## src/rtl/delay_meter_pkg.sv

```systemverilog
// Shared types for the cell delay meter: cell function encoding, FSM states,
// and the reference model of each cell's logic function.
package delay_meter_pkg;

    typedef enum logic [2:0] {
        FN_AND2  = 3'd0,
        FN_NAND2 = 3'd1,
        FN_NOR2  = 3'd2,
        FN_OR2   = 3'd3,
        FN_XOR2  = 3'd4,
        FN_INV   = 3'd5
    } func_e;

    typedef enum logic [2:0] {
        ST_IDLE    = 3'd0,
        ST_SETUP   = 3'd1,
        ST_SETTLE  = 3'd2,
        ST_LAUNCH  = 3'd3,
        ST_MEASURE = 3'd4,
        ST_DONE    = 3'd5
    } state_e;

    // Ideal output of the selected cell; unused encodings read as a constant 0,
    // which makes any run with them end as "no transition".
    function automatic logic cell_eval(input logic [2:0] fn, input logic a, input logic b);
        logic y;
        y = 1'b0;
        case (fn)
            FN_AND2:  y = a & b;
            FN_NAND2: y = ~(a & b);
            FN_NOR2:  y = ~(a | b);
            FN_OR2:   y = a | b;
            FN_XOR2:  y = a ^ b;
            FN_INV:   y = ~a;
            default:  y = 1'b0;
        endcase
        return y;
    endfunction

endpackage

```

## src/rtl/sync_2ff.sv

```systemverilog
// Two-flop synchronizer bringing the cell output into the clk domain.
module sync_2ff (
    input  logic clk,
    input  logic rst_n,
    input  logic d,
    output logic q
);

    logic r_meta;
    logic r_sync;

    // Two back-to-back flops; the first may go metastable, the second resolves it.
    always_ff @(posedge clk or negedge rst_n) begin
        if (!rst_n) begin
            r_meta <= 1'b0;
            r_sync <= 1'b0;
        end else begin
            r_meta <= d;
            r_sync <= r_meta;
        end
    end

    assign q = r_sync;

endmodule

```

## src/rtl/cell_delay_meter.sv

```systemverilog
// Measures the propagation delay of an external logic cell in clk cycles.
// The cell is driven to a known input vector, allowed to settle, one input is
// toggled and the cycles until the synchronized output reaches its new value
// are counted (synchronizer latency included).
// Optional: define DELAY_METER_MAX_EN to add max_cnt, the largest valid result.
module cell_delay_meter
    import delay_meter_pkg::*;
#(
    parameter int unsigned CNT_W      = 16,
    parameter int unsigned SETTLE_CYC = 8,
    parameter int unsigned TIMEOUT    = 1000
) (
    input  logic             clk,
    input  logic             rst_n,
    input  logic             start,
    input  logic [2:0]       func_sel,
    input  logic             vec_a,
    input  logic             vec_b,
    input  logic             tog_sel,
    output logic             dut_a,
    output logic             dut_b,
    input  logic             dut_y,
    output logic             busy,
    output logic             done,
    output logic [CNT_W-1:0] delay_cnt,
    output logic             pre_err,
    output logic             timeout,
    output logic             no_trans
`ifdef DELAY_METER_MAX_EN
    ,
    output logic [CNT_W-1:0] max_cnt
`endif
);

    // Timeout clamped to what the counter can represent.
    localparam logic [63:0] CNT_MAX = (64'd1 << CNT_W) - 64'd1;
    localparam logic [63:0] TMO_L   = (64'(TIMEOUT) > CNT_MAX) ? CNT_MAX : 64'(TIMEOUT);
    localparam logic [CNT_W-1:0] TMO = TMO_L[CNT_W-1:0];

    localparam int SET_W = (SETTLE_CYC > 2) ? $clog2(SETTLE_CYC) : 1;
    localparam logic [SET_W-1:0] SET_LAST = SET_W'((SETTLE_CYC > 0) ? SETTLE_CYC - 1 : 0);

    state_e           r_state;
    logic [2:0]       r_func;
    logic             r_vec_a;
    logic             r_vec_b;
    logic             r_tog_sel;
    logic             r_dut_a;
    logic             r_dut_b;
    logic [SET_W-1:0] r_settle;
    logic [CNT_W-1:0] r_cnt;
    logic [CNT_W-1:0] r_delay;
    logic             r_pre_err;
    logic             r_timeout;
    logic             r_no_trans;

    logic             w_sync_y;
    logic             w_tog_b;
    logic             w_a_post;
    logic             w_b_post;
    logic             w_y_exp;
    logic             w_y_toggled;
    logic [CNT_W-1:0] w_cnt_inc;

    sync_2ff u_sync (
        .clk   (clk),
        .rst_n (rst_n),
        .d     (dut_y),
        .q     (w_sync_y)
    );

    // INV has only input a, so the toggle is forced onto a for it.
    assign w_tog_b     = r_tog_sel && (r_func != FN_INV);
    assign w_a_post    = w_tog_b ? r_dut_a : ~r_dut_a;
    assign w_b_post    = w_tog_b ? ~r_dut_b : r_dut_b;
    // The cell drive is registered, so the expected output for whatever is
    // currently driven is the pre value in SETTLE and the post value in MEASURE.
    assign w_y_exp     = cell_eval(r_func, r_dut_a, r_dut_b);
    assign w_y_toggled = cell_eval(r_func, w_a_post, w_b_post);
    assign w_cnt_inc   = (&r_cnt) ? r_cnt : r_cnt + CNT_W'(1);

`ifdef DELAY_METER_MAX_EN
    logic [CNT_W-1:0] r_max;

    // Track the largest delay of runs that ended on a genuine output match.
    always_ff @(posedge clk or negedge rst_n) begin
        if (!rst_n) begin
            r_max <= '0;
        end else if (r_state == ST_MEASURE && w_sync_y == w_y_exp && w_cnt_inc > r_max) begin
            r_max <= w_cnt_inc;
        end
    end

    assign max_cnt = r_max;
`endif

    // Measurement sequencer. The toggle is registered on the edge leaving
    // SETTLE, so the cell sees it one cycle before MEASURE begins; this makes
    // a zero-delay cell read exactly the 2-cycle synchronizer latency.
    always_ff @(posedge clk or negedge rst_n) begin
        if (!rst_n) begin
            r_state    <= ST_IDLE;
            r_func     <= 3'd0;
            r_vec_a    <= 1'b0;
            r_vec_b    <= 1'b0;
            r_tog_sel  <= 1'b0;
            r_dut_a    <= 1'b0;
            r_dut_b    <= 1'b0;
            r_settle   <= '0;
            r_cnt      <= '0;
            r_delay    <= '0;
            r_pre_err  <= 1'b0;
            r_timeout  <= 1'b0;
            r_no_trans <= 1'b0;
        end else begin
            case (r_state)
                ST_IDLE: begin
                    if (start) begin
                        r_func     <= func_sel;
                        r_vec_a    <= vec_a;
                        r_vec_b    <= vec_b;
                        r_tog_sel  <= tog_sel;
                        r_pre_err  <= 1'b0;
                        r_timeout  <= 1'b0;
                        r_no_trans <= 1'b0;
                        r_state    <= ST_SETUP;
                    end
                end
                ST_SETUP: begin
                    r_dut_a  <= r_vec_a;
                    r_dut_b  <= r_vec_b;
                    r_settle <= '0;
                    r_state  <= ST_SETTLE;
                end
                ST_SETTLE: begin
                    if (r_settle == SET_LAST) begin
                        if (w_sync_y != w_y_exp) begin
                            r_pre_err <= 1'b1;
                            r_delay   <= '0;
                            r_state   <= ST_DONE;
                        end else if (w_y_toggled == w_y_exp) begin
                            r_no_trans <= 1'b1;
                            r_delay    <= '0;
                            r_state    <= ST_DONE;
                        end else begin
                            r_dut_a <= w_a_post;
                            r_dut_b <= w_b_post;
                            r_state <= ST_LAUNCH;
                        end
                    end else begin
                        r_settle <= r_settle + SET_W'(1);
                    end
                end
                ST_LAUNCH: begin
                    r_cnt   <= '0;
                    r_state <= ST_MEASURE;
                end
                ST_MEASURE: begin
                    // A match in the same cycle as the timeout takes priority.
                    if (w_sync_y == w_y_exp) begin
                        r_delay <= w_cnt_inc;
                        r_state <= ST_DONE;
                    end else if (w_cnt_inc >= TMO) begin
                        r_timeout <= 1'b1;
                        r_delay   <= TMO;
                        r_state   <= ST_DONE;
                    end else begin
                        r_cnt <= w_cnt_inc;
                    end
                end
                ST_DONE: begin
                    r_state <= ST_IDLE;
                end
                default: begin
                    r_state <= ST_IDLE;
                end
            endcase
        end
    end

    assign dut_a     = r_dut_a;
    assign dut_b     = r_dut_b;
    assign busy      = (r_state != ST_IDLE);
    assign done      = (r_state == ST_DONE);
    assign delay_cnt = r_delay;
    assign pre_err   = r_pre_err;
    assign timeout   = r_timeout;
    assign no_trans  = r_no_trans;

endmodule

```

## config.mk

```make
export PLATFORM = sky130hd
export DESIGN_NAME = cell_delay_meter
export DESIGN_NICKNAME = d
export VERILOG_FILES = /design/src/rtl/delay_meter_pkg.sv /design/src/rtl/sync_2ff.sv /design/src/rtl/cell_delay_meter.sv
export SDC_FILE = /design/constraint.sdc
export NUM_CORES = 1
export LEC_CHECK = 0
export CAP_MARGIN = 15
export CORE_UTILIZATION = 50
export CTS_BUF_LIST = sky130_fd_sc_hd__clkbuf_4 sky130_fd_sc_hd__clkbuf_8
export CTS_CLUSTER_DIAMETER = 120
export CTS_CLUSTER_SIZE = 12
export DETAILED_ROUTE_END_ITERATION = 8
export DONT_BUFFER_PORTS = 1
export SYNTH_ARGS = -nofsm -noshare
export SYNTH_HDL_FRONTEND = slang
export SYNTH_SLANG_ARGS = --single-unit
```

## constraint.sdc

```tcl
create_clock -name clk -period 3.1 [get_ports clk]
set_input_delay 0.465 -clock clk [delete_from_list [all_inputs] [get_ports clk]]
set_output_delay 0.465 -clock clk [all_outputs]
set_load 0.01 [all_outputs]
```

==> results by group, run 1 <==
Worst setup path
  – Worst path required time: 3.32 ns
  – Crit Reg-Reg Startpoint: r_cnt[1]
  – Crit end category: register
  – R2r setup slk: 0.22 ns
  – R2r worst-path depth: 9
  – Worst flop-to-flop path endpoint: delay_cnt[7]
  – Largest fanout on the critical path: 9
  – Worst setup SP type: register
  – Path type of the worst setup path: reg2reg
  – Crit path DAT: 3.10 ns

CTS
  – Clock buffer count from CTS: 5
  – CTS tree: done
  – Worst skew pair latency: 0.31 ns
  – Clock input transition at the sequential cells of the worst setup and hold paths: 0.10 ns
  – CTS Sinks: 51
  – Max clock buf depth: 2
  – H-tree depth: 2
  – Clk root buf: clkbuf_8

Detailed routing
  – Via count: 2330
  – Vias per cell: 6.05
  – Residual DRC: 0
  – Starting DRT DRC Count: 212
  – Drt wl/cell: 17.1 µm
  – TritonRoute pass-1 iters: 4
  – DRT antenna net count: 0
  – Drt total wl: 6.58 mm

Floorplanning
  – Rows: 27
  – Initial Util: 52.3%
  – Io pins: 33
  – Die ar.: 6140 µm²
  – Die Y: 78.4 µm
  – CORE AREA: 5570 µm²
  – Die Width: 78.4 µm

Yosys
  – Main combinational cell family by area after synthesis: simple AND/OR/NAND/NOR gates
  – Synth area leaders: dfrtp_1, a21oi_1, mux2_2
  – Sequential area share after synthesis: 43.7%
  – Post-synthesis mux area share: 5.70%
  – Syn. warnings: 0
  – Register bit total from synthesis: 51
  – Compound-gate portion of the synthesized area: 19.3%
  – Synth area leader: dfrtp_1
  – Post-Synth Simple-Gate Area: 22.9%
  – Commonest cells in the netlist: dfrtp_1, a21oi_1, nand2_1, nor2_1, o21ai_0
  – Area share of fa/ha/maj cells after synthesis: 2.14%
  – EDFF count, synth: 0
  – Syn Area/Cell: 9.66 µm²
  – Post-synth cell types: 56
  – Post-synth ARST share: 100%
  – Top-count cell post-synth: dfrtp_1
  – Top cell type's share of synthesized area: 43.7%
  – Synth Net Count: 317
  – Main synth FF type: dfrtp_1
  – Synthesized instance count: 302
  – Post-Syn Area: 2920 µm²
  – Post-synthesis xor/xnor area fraction: 1.80%

Timing
  – Total negative slack: 0 ns
  – Clock skew after layout: 0.0171 ns
  – Fmax: 347 MHz
  – Slew @ Worst Pin: 0.511 ns
  – Endpoints failing setup: 0
  – Final number of hold-violating endpoints: 0
  – Pins Over Slew Limit: 0
  – Max transition margin: 65.5%
  – RSZ-0062 raised after global routing: no
  – Tmin final: 2.88 ns
  – Post-route clock period utilization: 93.0%

Power and ir drop
  – P per Cell Area: 777 nW/µm²
  – Leakage power: 1.38 nW
  – Worst vdd ir: 0.000525 V

Global route
  – First-pass GRT wire length: 11.3 mm
  – Pin count of the biggest net entering global routing: 52
  – GRT Resource Usage Total: 23.7%
  – Initial antenna violation count: 0
  – Met1 track demand over resource: 34.6%
  – Vias in the first global route: 2222
  – Met2 Usage GRT: 35.4%
  – Grt total ovfl: 0
  – Most Used Layer, Global Route: met2
  – Routing usage on met3: 4.88%

Status
  – Outcome: finished, final reports clean

Finish
  – Non-Filler Instances: 385
  – Fill count: 522
  – # diodes: 0
  – Share of layout cells above drive strength 1: 14.7%
  – Area Growth Syn to Fin: 10.2%
  – Final #Nets: 327

Place
  – Final Wtd Congestion: 0.828
  – I/O Buffers: 0
  – Post-DP HPWL: 4.72 mm
  – Placed Cells: 374

Hold path
  – Min-Delay Endpoint: u_sync.r_meta
  – Worst Hold Path Cells: 0
  – Hold Crit Start: dut_y
  – Type of the tightest min-delay check: in2reg

Job
  – Max Cap Violations: 0
per-stage QoR:
stage | setup slack (ns) | power, mW | cell area [µm²] | hold WS, ns | util, %
after global placement | 0.139 | 1.92 | 3020 | 0.170 | 54.3
after floorplan | 0.386 | 1.68 | 2920 | 0.169 | -
after detailed placement | 0.104 | 1.93 | 3020 | 0.170 | 54.3
after CTS | 0.0674 | 2.51 | 3190 | 0.00433 | 57.2
final | 0.216 | 2.50 | 3210 | 0.195 | 57.7
after global routing | 0.0347 | 2.69 | 3210 | 0.174 | 57.7
critical path: stages (launching register included):
cell,delay [ns]
dfrtp_1,0.43
ha_2,0.27
nand4_2,0.23
or2_1,0.32
o41ai_2,0.31
nand4b_1,0.22
a2111oi_4,0.34
o21bai_4,0.26
buf_4,0.22
mux2i_1,0.18
cell usage in the layout (no fill, tap or decap), types with 4 or more instances in the layout:
cell type / synthesis / routed
nand3_1: 10 / 10
a21oi_1: 23 / 23
nand2b_1: 5 / 5
a21o_1: 4 / 4
clkbuf_8: 0 / 5
nand2_1: 23 / 23
mux2i_1: 5 / 5
and2_1: 8 / 8
o22ai_1: 6 / 6
nor3_1: 8 / 8
a211oi_1: 4 / 4
nand4_1: 5 / 5
dfrtp_1: 51 / 51
o21ai_0: 18 / 18
xnor2_1: 4 / 4
nor2_1: 22 / 22
ha_1: 5 / 4
o2bb2ai_1: 8 / 8
buf_4: 2 / 12
mux2_2: 9 / 9
and3_1: 5 / 5
or3_1: 4 / 4
inv_1: 16 / 16
layout make-up:
type                       instances  area (µm²)  share of cell area, %
multi-input combinational        224        1520                   47.4
sequential                        51        1280                   39.7
timing repair buffer              14         128                   3.97
tap                               72        90.1                   2.80
clock buffer                       6        76.3                   2.37
clock inverter                     2        60.1                   1.87
inverter                          16        60.1                   1.87
kinds of logic after synthesis:
group / count (synthesis)
buffers and inverters: 27
XOR/XNOR: 6
AO/OA/AOI/OAI: 81
AND/OR/NAND/NOR: 117
adder cells (fa/ha/maj): 5
flip-flops: 51
multiplexers: 15
timing repair:
action	4_1_cts	5_1_grt
setup endpoints to repair	0	17
hold buffers	1	1
resized for setup	0	2
hold endpoints to repair	51	1
buffers inserted	0	1
registers in the layout, indices dropped and copies added (netlist names):
register / count
timeout: 1
r_vec_b: 1
r_vec_a: 1
r_cnt: 16
no_trans: 1
pre_err: 1
r_state: 3
r_settle: 3
r_tog_sel: 1
r_func: 3
dut_b: 1
u_sync.q: 1
u_sync.r_meta: 1
dut_a: 1
delay_cnt: 16
how the worst max path moves through the flow:
stage	cells after the start	slack, ns	startpoint	endpoint
floorplan	8	0.39	r_cnt[0]	delay_cnt[5]
global placement	9	0.14	r_cnt[1]	delay_cnt[15]
detailed placement	9	0.10	r_cnt[1]	delay_cnt[7]
CTS	9	0.07	r_cnt[1]	delay_cnt[7]
global route	9	0.03	r_cnt[1]	delay_cnt[7]
finish	9	0.22	r_cnt[1]	delay_cnt[7]
routing by layer:
| layer | vias up | share of wire (%) |
|---|---|---|
| met4 | 0 | 0.99 |
| met2 | 46 | 45 |
| li1 | 1136 | - |
| met1 | 1142 | 50 |
| met3 | 6 | 4.5 |
| met5 | - | 0 |
where the power goes:
group	switching (mW)	leakage, nW	internal [mW]
combinational	0.509	0.640	0.412
sequential	0.196	0.676	0.819
clock	0.228	0.0688	0.332
total	0.934	1.38	1.56
Note: power is estimated with default switching activity, not from simulation.
==> run 2, diff against run 1 <==
--- a/config.mk
+++ b/config.mk
@@ -5,13 +5,17 @@
 export SDC_FILE = /design/constraint.sdc
 export NUM_CORES = 1
 export LEC_CHECK = 0
+export ABC_CLOCK_PERIOD_IN_PS = 3100
 export CAP_MARGIN = 15
-export CORE_UTILIZATION = 50
+export CELL_PAD_IN_SITES_DETAIL_PLACEMENT = 2
+export CELL_PAD_IN_SITES_GLOBAL_PLACEMENT = 2
+export CORE_UTILIZATION = 42
 export CTS_BUF_LIST = sky130_fd_sc_hd__clkbuf_4 sky130_fd_sc_hd__clkbuf_8
 export CTS_CLUSTER_DIAMETER = 120
 export CTS_CLUSTER_SIZE = 12
 export DETAILED_ROUTE_END_ITERATION = 8
 export DONT_BUFFER_PORTS = 1
+export PLACE_DENSITY_LB_ADDON = 0.1
 export SYNTH_ARGS = -nofsm -noshare
 export SYNTH_HDL_FRONTEND = slang
 export SYNTH_SLANG_ARGS = --single-unit
==> results by group, run 2 (synthesis results as in run 1) <==
Floorplanning
  – Io pins: 33
  – CORE AREA: 6760 µm²
  – Die ar.: 7280 µm²
  – Rows: 30
  – Die Y: 85.4 µm
  – Initial Util: 43.2%
  – Die Width: 85.4 µm

Finish
  – Area Growth Syn to Fin: 12.0%
  – Share of layout cells above drive strength 1: 16.9%
  – Commonest non-fill, non-tap cell in the layout: dfrtp_1
  – # diodes: 0
  – Non-Filler Instances: 400
  – Final core occ: 48.4%
  – Most frequent cells in the layout: dfrtp_1, nand2_1, a21oi_1
  – Final #Nets: 334

Worst setup path
  – Largest fanout on the critical path: 13
  – Crit path DAT: 3.19 ns
  – Worst setup SP type: register
  – Path type of the worst setup path: reg2reg
  – Worst path required time: 3.29 ns
  – Crit end category: register
  – R2r setup slk: 0.1 ns

Detailed routing
  – DRT antenna net count: 0
  – Drt wl/cell: 22.3 µm
  – Residual DRC: 0
  – Via count: 2469
  – TritonRoute pass-1 iters: 4
  – Starting DRT DRC Count: 146
  – Drt total wl: 8.91 mm
  – Vias per cell: 6.17

Timing
  – Post-route clock period utilization: 96.9%
  – Slew @ Worst Pin: 0.596 ns
  – Pins Over Slew Limit: 0
  – Max transition margin: 59.7%
  – Fmax: 333 MHz
  – Tmin final: 3.00 ns
  – Endpoints failing setup: 0
  – Hold_ws: -0.000576 ns
  – Final number of hold-violating endpoints: 1
  – Clock skew after layout: 0.00728 ns

Power and ir drop
  – P per Cell Area: 774 nW/µm²
  – Worst vdd ir: 0.000392 V
  – Leakage power: 1.43 nW

Place
  – I/O Buffers: 0
  – Post-DP HPWL: 6.25 mm
  – Placed Cells: 388
  – Final Wtd Congestion: 0.846

CTS
  – CTS tree: done
  – Clock input transition at the sequential cells of the worst setup and hold paths: 0.10 ns
  – CTS Sinks: 51
  – Clk root buf: clkbuf_8
  – Worst skew pair latency: 0.31 ns
  – Max clock buf depth: 2
  – Clock buffer count from CTS: 5
  – H-tree depth: 2

Hold path
  – Type of the tightest min-delay check: in2async

Status
  – Outcome: finished with violations
  – Failing checks: hold timing

Global route
  – Initial antenna violation count: 0
  – GRT Resource Usage Total: 25.5%
  – Pin count of the biggest net entering global routing: 52
  – Grt total ovfl: 0
  – Vias in the first global route: 2667
  – First-pass GRT wire length: 14.1 mm

Job
  – Max Cap Violations: 0
[run 2: changes by cell type in the layout (fill, tap and decap cells not counted), sizes merged]
cell and delta:
buf +8, bufinv -1, dlygate4sd3 -1, inv +1
[run 2: stage by stage]
stage | setup slack, ns | total power, mW | setup TNS [ns] | cell area [µm²] | hold WS, ns
after detailed placement | 0.0269 | 2.00 | 0 | 3080 | 0.171
after floorplan | 0.386 | 1.68 | 0 | 2920 | 0.169
final | 0.0975 | 2.53 | 0 | 3270 | -0.000576
after global placement | 0.193 | 1.95 | 0 | 3080 | 0.171
after CTS | 0.0130 | 2.54 | 0 | 3230 | 0.00218
after global routing | -0.0408 | 2.70 | -0.142 | 3270 | 0.00257
[run 2: where the power goes]
part	total, mW	leakage (nW)	internal [mW]	switching [mW]
clock network	0.506	0.0618	0.266	0.240
registers	1.04	0.674	0.820	0.216
logic	0.988	0.699	0.414	0.574
[run 2: what timing repair did]
item,CTS,global route
gates resized for setup,1,5
endpoints found under the setup margin,10,18
pin swaps,2,5
hold buffers,1,0
hold endpoints to repair,51,0
buffers inserted,0,3
[run 2: worst max-delay path, stage by stage, from the launching register on]
cell       delay, ns
dfrtp_1         0.45
ha_1            0.24
buf_4           0.16
nand2_1         0.11
nor4_1          0.08
or4_1           0.55
xnor2_1         0.22
a2111oi_4       0.35
buf_6           0.21
or2_1           0.18
buf_4           0.20
o21ai_0         0.10
[run 2: worst paths after layout]
check                              startpoint             to  depth (start not counted)
worst max-delay path                 r_cnt[1]       r_cnt[9]                         11
worst min-delay path                    rst_n          dut_b                          1
worst max register to register       r_cnt[1]       r_cnt[9]                         11
worst min register to register  u_sync.r_meta       u_sync.q                          0
max in group asynchronous               rst_n       r_cnt[3]                          1
min in group clk                        dut_y  u_sync.r_meta                          0
[run 2: per-layer routing]
layer  track usage [%]  share of wire, %  vias up  wire (µm)
li1                  -                 -     1139          -
met5                 0                 0        -          0
met4              5.45               1.4        0        124
met1              35.0                46     1262       4060
met2              42.6                49       53       4400
met3              4.38               3.6       15        323
[run 2: layout make-up]
| cell class | count | area, µm² |
|---|---|---|
| timing repair buffer | 21 | 181 |
| fill | 703 | 3490 |
| tap | 80 | 100 |
| inverter | 16 | 60.1 |
| clock buffer | 6 | 82.6 |
| multi-input combinational | 224 | 1530 |
| sequential | 51 | 1280 |
| clock inverter | 2 | 38.8 |
==> run 3, diff against run 2 <==
--- a/config.mk
+++ b/config.mk
@@ -9,7 +9,7 @@
 export CAP_MARGIN = 15
 export CELL_PAD_IN_SITES_DETAIL_PLACEMENT = 2
 export CELL_PAD_IN_SITES_GLOBAL_PLACEMENT = 2
-export CORE_UTILIZATION = 42
+export CORE_UTILIZATION = 41
 export CTS_BUF_LIST = sky130_fd_sc_hd__clkbuf_4 sky130_fd_sc_hd__clkbuf_8
 export CTS_CLUSTER_DIAMETER = 120
 export CTS_CLUSTER_SIZE = 12
==> results by group, run 3 (synthesis results as in run 1) <==
Worst setup path
  – CP max stage cell: a221oi_2
  – R2r setup slk: 0.22 ns
  – Crit path DAT: 3.11 ns
  – Cell mode on critical path: o21ai_0
  – CP startpoint: r_cnt[1]
  – Crit end category: register
  – Crit path cell chain: ha_2 -> nand4_2 -> nor4_4 -> o21ai_0 -> a221oi_2 -> a2111oi_4 -> buf_6 -> or2_1 -> buf_4 -> o21ai_0
  – Largest fanout on the critical path: 13
  – Crit path to: r_cnt[9]
  – Crit Reg-Reg Startpoint: r_cnt[1]
  – Critical Path Max Stage Delay: 0.43 ns
  – R2r worst-path depth: 10
  – Worst flop-to-flop path endpoint: r_cnt[9]
  – Worst setup SP type: register
  – Worst path required time: 3.32 ns
  – Path type of the worst setup path: reg2reg

Timing
  – Hold_ws: 0.00420 ns
  – Pins Over Slew Limit: 0
  – Final number of hold-violating endpoints: 0
  – Tmin final: 2.88 ns
  – RSZ-0062 raised after global routing: no
  – Clock skew after layout: 0.0106 ns
  – Total negative slack: 0 ns
  – Endpoints failing setup: 0
  – Post-route clock period utilization: 92.9%
  – Max transition margin: 66.8%
  – PnR worst setup slack: 0.219 ns
  – Fmax: 347 MHz
  – Slew @ Worst Pin: 0.491 ns

Floorplanning
  – CORE AREA: 6830 µm²
  – Io pins: 33
  – Die Y: 86.4 µm
  – Die Width: 86.4 µm
  – Die ar.: 7460 µm²
  – Initial Util: 42.7%
  – Rows: 30

Hold path
  – Type of the tightest min-delay check: in2async

Detailed routing
  – Residual DRC: 0
  – Via count: 2415
  – Drt wl/cell: 20.7 µm
  – Starting DRT DRC Count: 108
  – Drt total wl: 8.51 mm
  – DRT antenna net count: 0
  – TritonRoute pass-1 iters: 4
  – Vias per cell: 5.86

Place
  – Pre-CTS setup slack: 0.0653 ns
  – Post-DP HPWL: 6.09 mm
  – I/O Buffers: 0
  – Final Wtd Congestion: 0.801

Job
  – Max Cap Violations: 0

Global route
  – GRT Resource Usage Total: 24.8%
  – Initial antenna violation count: 0
  – First-pass GRT wire length: 14.2 mm
  – Pin count of the biggest net entering global routing: 52
  – Vias in the first global route: 2669
  – Grt total ovfl: 0

CTS
  – Worst skew pair latency: 0.31 ns
  – CTS Sinks: 51
  – H-tree depth: 2
  – Clock buffer count from CTS: 5
  – Clk root buf: clkbuf_8
  – Clock input transition at the sequential cells of the worst setup and hold paths: 0.09 ns
  – CTS tree: done
  – Max clock buf depth: 2

Power and ir drop
  – Total Power: 2.47 mW
  – Worst vdd ir: 0.000365 V
  – P per Cell Area: 767 nW/µm²
  – Leakage power: 1.38 nW

Finish
  – Most frequent cells in the layout: dfrtp_1, nand2_1, a21oi_1
  – Area Growth Syn to Fin: 10.5%
  – Share of layout cells above drive strength 1: 15.8%
  – # diodes: 0
  – Commonest non-fill, non-tap cell in the layout: dfrtp_1
  – Final core occ: 47.2%
  – Final #Nets: 330

Status
  – Outcome: finished, final reports clean
==> run 3: through the flow <==
| stage | instances | instance area (µm²) |
|---|---|---|
| final | 412 | 3230 |
| after global placement | 400 | 3070 |
| after detailed placement | 400 | 3070 |
| after CTS | 409 | 3200 |
| after floorplan | 302 | 2920 |
| after global routing | 412 | 3230 |
==> run 3: cell type report <==
| cell class | count | area (µm²) |
|---|---|---|
| fillers | 737 | 3610 |
| multi-input cells | 224 | 1520 |
| flip-flops and latches | 51 | 1280 |
| repair buffers | 17 | 151 |
| well taps | 96 | 120 |
| clock buffers | 7 | 90.1 |
| inverters | 16 | 60.1 |
| clock inverters | 1 | 8.76 |
==> run 3: where the power goes <==
| part | switching, mW | total, mW | internal, mW |
|---|---|---|---|
| Combinational | 0.577 | 1.02 | 0.440 |
| Clock | 0.231 | 0.423 | 0.192 |
| Sequential | 0.216 | 1.04 | 0.819 |
| Total | 1.02 | 2.47 | 1.45 |
==> run 3: timing repair <==
item	CTS	global route
endpoints found under the setup margin	0	18
hold endpoints to repair	51	0
gates resized for setup	0	3
setup buffers	0	3
hold buffers	1	0
==> run 3: worst min-delay path by stage <==
stage / start / endpoint
detailed placement: rst_n / r_func[1]
floorplan: rst_n / delay_cnt[0]
global route: rst_n / r_func[0]
global placement: rst_n / r_func[1]
CTS: rst_n / dut_b
finish: rst_n / r_cnt[4]
==> run 3: worst max-delay path, delay by kind of cell (launching register included) <==
family / cells / cell delay, ns
AOI/OAI and AO/OA: 4 / 0.96
and+or+nand+nor: 3 / 0.82
DFF: 1 / 0.41
buffers and inverters: 2 / 0.37
adders and majority gates: 1 / 0.24
==> run 3: routing by layer <==
| metal | up-vias | global-route usage, % | routed length, µm |
|---|---|---|---|
| met4 | 0 | 5.91 | 81 |
| met5 | - | 0 | 0 |
| met3 | 7 | 4.19 | 341 |
| met2 | 41 | 41.1 | 4100 |
| li1 | 1126 | - | - |
| met1 | 1241 | 34.0 | 3990 |
